File: config.mk
export PLATFORM = sky130hd
export DESIGN_NAME = fetch_queue
export DESIGN_NICKNAME = d
export VERILOG_FILES = /design/src/rtl/fetch_queue.sv
export SDC_FILE = /design/constraint.sdc
export NUM_CORES = 1
export LEC_CHECK = 0
export CORE_UTILIZATION = 50
export CTS_BUF_LIST = sky130_fd_sc_hd__clkbuf_8
export CTS_CLUSTER_SIZE = 25
export DETAILED_ROUTE_END_ITERATION = 8
export GPL_TIMING_DRIVEN = 0
export PLACE_DENSITY_LB_ADDON = 0.1
export SYNTH_ARGS = -nofsm -noshare
export SYNTH_HDL_FRONTEND = slang
export SYNTH_SLANG_ARGS = --single-unit
File: constraint.sdc
create_clock -name clock -period 3.9 [get_ports clock]
set_clock_uncertainty 0.15 [all_clocks]
set_input_delay 1.17 -clock clock [delete_from_list [all_inputs] [get_ports clock]]
set_output_delay 1.17 -clock clock [all_outputs]
set_load 0.005 [all_outputs]
File: src/rtl/fetch_queue.sv
// Decoupled instruction-fetch front end: PC generator, credit-limited memory request port
// and a DEPTH-entry prefetch queue feeding decode, with stale-response discard on redirect.
module fetch_queue #(
    parameter int              PC_W     = 32,
    parameter int              INS_W    = 32,
    parameter int              DEPTH    = 4,
    parameter logic [PC_W-1:0] RESET_PC = '0
) (
    input  logic                     clock,
    input  logic                     reset,
    input  logic                     redirect,
    input  logic [PC_W-1:0]          redirect_pc,
    output logic                     imem_req_valid,
    input  logic                     imem_req_ready,
    output logic [PC_W-1:0]          imem_req_addr,
    input  logic                     imem_resp_valid,
    input  logic [INS_W-1:0]         imem_resp_insn,
    output logic                     id_valid,
    input  logic                     id_ready,
    output logic [PC_W-1:0]          id_pc,
    output logic [INS_W-1:0]         id_insn,
    output logic [$clog2(DEPTH):0]   fq_count
);

    localparam int AW = $clog2(DEPTH);
    localparam int CW = AW + 1;
    localparam logic [CW:0] DEPTH_L = (CW+1)'(DEPTH);

    logic [PC_W-1:0]  r_fetch_pc;
    logic [PC_W-1:0]  r_resp_pc;
    logic [PC_W-1:0]  r_q_pc   [DEPTH];
    logic [INS_W-1:0] r_q_insn [DEPTH];
    logic [AW-1:0]    r_wr_ptr;
    logic [AW-1:0]    r_rd_ptr;
    logic [CW-1:0]    r_count;
    logic [CW-1:0]    r_outstanding;
    logic [CW-1:0]    r_drop;

    logic             w_credit;
    logic             w_req_valid;
    logic             w_hs;
    logic             w_resp_acc;
    logic             w_resp_drop;
    logic             w_enq;
    logic             w_id_valid;
    logic             w_deq;
    logic [CW-1:0]    w_out_next;

    // Queued plus in-flight never exceeds DEPTH, so an accepted response always has a slot.
    assign w_credit    = ({1'b0, r_count} + {1'b0, r_outstanding}) < DEPTH_L;
    assign w_req_valid = !reset && !redirect && w_credit;
    assign w_hs        = w_req_valid && imem_req_ready;
    assign w_resp_acc  = imem_resp_valid && (r_outstanding != '0);
    assign w_resp_drop = w_resp_acc && (r_drop != '0);
    assign w_enq       = w_resp_acc && !w_resp_drop && !redirect && !reset;
    assign w_id_valid  = !reset && (r_count != '0);
    assign w_deq       = w_id_valid && id_ready;
    assign w_out_next  = r_outstanding + CW'(w_hs) - CW'(w_resp_acc);

    always_ff @(posedge clock) begin
        if (reset) begin
            r_fetch_pc    <= RESET_PC;
            r_resp_pc     <= RESET_PC;
            r_wr_ptr      <= '0;
            r_rd_ptr      <= '0;
            r_count       <= '0;
            r_outstanding <= '0;
            r_drop        <= '0;
        end else begin
            r_outstanding <= w_out_next;
            if (redirect) begin
                // Everything still in flight after this cycle belongs to the old path.
                r_fetch_pc <= redirect_pc;
                r_resp_pc  <= redirect_pc;
                r_wr_ptr   <= '0;
                r_rd_ptr   <= '0;
                r_count    <= '0;
                r_drop     <= w_out_next;
            end else begin
                if (w_hs) begin
                    r_fetch_pc <= r_fetch_pc + PC_W'(4);
                end
                if (w_resp_drop) begin
                    r_drop <= r_drop - 1'b1;
                end
                if (w_enq) begin
                    r_resp_pc <= r_resp_pc + PC_W'(4);
                    r_wr_ptr  <= r_wr_ptr + 1'b1;
                end
                if (w_deq) begin
                    r_rd_ptr <= r_rd_ptr + 1'b1;
                end
                r_count <= r_count + CW'(w_enq) - CW'(w_deq);
            end
        end
    end

    always_ff @(posedge clock) begin
        if (reset) begin
            for (int i = 0; i < DEPTH; i++) begin
                r_q_pc[i]   <= '0;
                r_q_insn[i] <= '0;
            end
        end else if (w_enq) begin
            r_q_pc[r_wr_ptr]   <= r_resp_pc;
            r_q_insn[r_wr_ptr] <= imem_resp_insn;
        end
    end

    assign imem_req_valid = w_req_valid;
    assign imem_req_addr  = r_fetch_pc;
    assign id_valid       = w_id_valid;
    assign id_pc          = r_q_pc[r_rd_ptr];
    assign id_insn        = r_q_insn[r_rd_ptr];
    assign fq_count       = r_count;

endmodule
==> impl_metrics.toml <==
[outcome]
status = "completed"

[synthesis]
synth.yosys.seq_area_share = 0.608
synth.most_common_cell = "and2_1"
postSynthNetCount = 1222
yosys-top-cells-count = "and2_1, edfxtp_1, dfxtp_1, mux4_2, nand2_1"
async_flop_share = 0
synth_edf_count = 256
synth.top_cell.area_share = 0.504
synth.distinct_cells = 58
yosys_warnings = 0
synth_area_mm2 = 0.0152
synth_cells = 1140
synth.avg_cell_area_um2 = 13.4
synth_ff_type = "edfxtp_1"
synth_top_area_cell = "edfxtp_1"
ys_ff_latch = 335
yosys-top-cells-area = "edfxtp_1, and2_1, dfxtp_1"

[finish]
n_antenna_cell = 0
drive_gt1_frac = 0.128
areaGrowthSynthToFinish_pct = 21.6
fin_nets = 1452
final_area_mm2 = 0.0185

[clock_network]
cts_root_buf = "clkbuf_8"
cts_sinks = 335
numCtsBuffers = 54
cts_tree = "built"
htreeDepth = 2
cts-hold-fix-buffers = 0
clkSlewWorstSetupHoldPaths_ns = 0.05
cts_buffer_depth = 3
clock_latency_ns = 0.58

[routing]
drt-total-wl_mm = 36.2
drc = 0
detail_route.wl_per_cell_um = 20.1
routed_via_density = 5.53
drtPass1Iterations = 5
vias = 9948
ant_nets = 0
drt-initial-drc-count = 761

[placed_design]
dp_hpwl_mm = 23.8
place_area_mm2 = 0.0175
place.gp.congestion = 0.886
dp_slack_ns = -0.903
portBuffers = 169

[grt]
grt_usage = 0.239
grt_pass1_vias = 10224
grt_start_max_net_pins = 56
grt_overflow = 0
antenna_found_initial = 0
grt_pass1_wl_mm = 56.8

[floorplan]
die_area_mm2 = 0.0312
dieWidth_um = 177
core_area_mm2 = 0.0298
initial_core_util = 0.512
placementRows = 63
io_pins = 171
die_h_um = 177

[setup_path]
rr_endpoint = "r_drop[2]"
reg2reg_setup_slack_ns = 0.53
rr_startpoint = "fq_count[2]"
cp_max_fo = 10
endpoint_kind = "output port"
crit_required_ns = 2.58
worstSetupStartpointType = "input port"
r2r_cells = 12
crit_arrival_ns = 2.42
critical_path_class = "input port to output port"

[power]
p_int_mw = 5.86
pwr-share-clk = 0.336
total_power_mw = 7.88
pwr-share-seq = 0.533
combPwrFrac = 0.131
p_switching_mw = 2.01
powerDensity_mw_per_mm2 = 425
power.ir.vdd_worst_mv = 0.235
swShare = 0.256
p_leak_nw = 6.64

[flow_run]
maxCapViolCount = 0

[sta]
finalHoldViolations = 0
max_slew_margin = 0.431
timing.final.crit_period_ns = 3.74
setup_ws_ns = 0.163
tightest_slew_ns = 0.853
finalSetupViolations = 0
setup_tns_ns = 0
fmax_mhz = 268
min_period_over_period = 0.958
drv_slew = 0
rsz0062_at_grt = "false"

[min_path]
hold_class = "flip-flop to flip-flop"
holdPathEnd = "imem_req_addr[1]"
min_from = "imem_req_addr[1]"
holdPathStages = 2
-- per-stage QoR --
step                hold slack [ns]   util  instances
detailed placement            0.300  0.589       1703
global placement              0.303  0.585       1699
global route                  0.332  0.622       1800
floorplan                     0.303      -       1140
CTS                           0.311  0.622       1801
finish                        0.308  0.622       1800
-- layout make-up --
| cell class | instances | area, um^2 |
|---|---|---|
| fillers | 2362 | 11300 |
| flip-flops and latches | 335 | 9270 |
| multi-input cells | 713 | 5550 |
| repair buffers | 177 | 1820 |
| clock buffers | 55 | 757 |
| well taps | 390 | 488 |
| plain buffers | 70 | 402 |
| clock inverters | 41 | 165 |
| inverters | 19 | 73.8 |
-- power by group through the flow --
stage	clock network (mW)	registers, mW	logic [mW]
6_report	2.64	4.20	1.04
5_1_grt	2.86	4.22	1.13
4_1_cts	2.70	4.20	1.04
3_5_place_dp	0	4.27	1.03
3_3_place_gp	0	4.27	0.997
2_1_floorplan	0	4.23	0.553
-- worst max-delay path, stage by stage --
cell and delay [ns]:
buf_6 0.11, clkbuf_2 0.25, buf_2 0.34, nor2_1 0.09, clkdlybuf4s50_1 0.45
-- flip-flops by register name, indices dropped and copies added, names as in the netlist, named ones only --
register	flops
r_q_pc	128
fq_count	3
r_outstanding	3
r_rd_ptr	2
r_wr_ptr	2
r_q_insn	128
r_drop	3
imem_req_addr	32
r_resp_pc	32
-- what timing repair did --
item | CTS | global route
buffers inserted | 4 | 0
pin swaps | 2 | 0
resized for setup | 20 | 6
setup endpoints to repair | 65 | 19
-- layer usage --
metal | routed length [um] | part of all wire | global-route usage
met5 | 0 | 0 | 0
met4 | 820 | 0.023 | 0.0779
met2 | 17500 | 0.48 | 0.396
met1 | 15600 | 0.43 | 0.322
met3 | 2310 | 0.064 | 0.0405
-- how the worst max path moves through the flow --
stage | end | from | cells after the start
after floorplan | r_q_insn[1][0] | reset | 7
after global placement | r_q_pc[0][6] | redirect | 6
after detailed placement | r_drop[2] | redirect | 13
after CTS | id_pc[20] | flip-flop | 3
after global routing | imem_req_valid | fq_count[1] | 5
final | id_valid | reset | 5
-- cells by family (layout without fill, tap and decap cells) --
| kind of cell | after synthesis | after routing | share of synthesized area |
|---|---|---|---|
| compound gates | 94 | 94 | 0.0380 |
| simple gates | 485 | 485 | 0.185 |
| fa+ha+maj | 12 | 12 | 0.0108 |
| flops | 335 | 335 | 0.608 |
| xor+xnor | 56 | 56 | 0.0322 |
| buf+inv | 92 | 362 | 0.0295 |
| mux | 66 | 66 | 0.0960 |
-- placed cells by master, fill, tap and decap left out, drive strengths merged, types with 8 or more instances in the layout --
cell | Yosys | final
and2 | 263 | 263
edfxtp | 256 | 256
clkdlybuf4s50 | 0 | 168
clkbuf | 48 | 99
dfxtp | 79 | 79
mux4 | 64 | 64
nand2 | 62 | 62
inv | 19 | 47
nor2 | 38 | 38
xnor2 | 34 | 34
buf | 25 | 34
o21ai | 29 | 29
nand4 | 26 | 26
nand3 | 25 | 25
xor2 | 22 | 22
a21oi | 19 | 19
nor3 | 17 | 17
nor4 | 16 | 16
clkinv | 0 | 13
a31oi | 11 | 11
and3 | 10 | 10
a21boi | 10 | 10
ha | 10 | 10
and4 | 8 | 8
a211oi | 8 | 8
(Power assumes the default switching activity.)
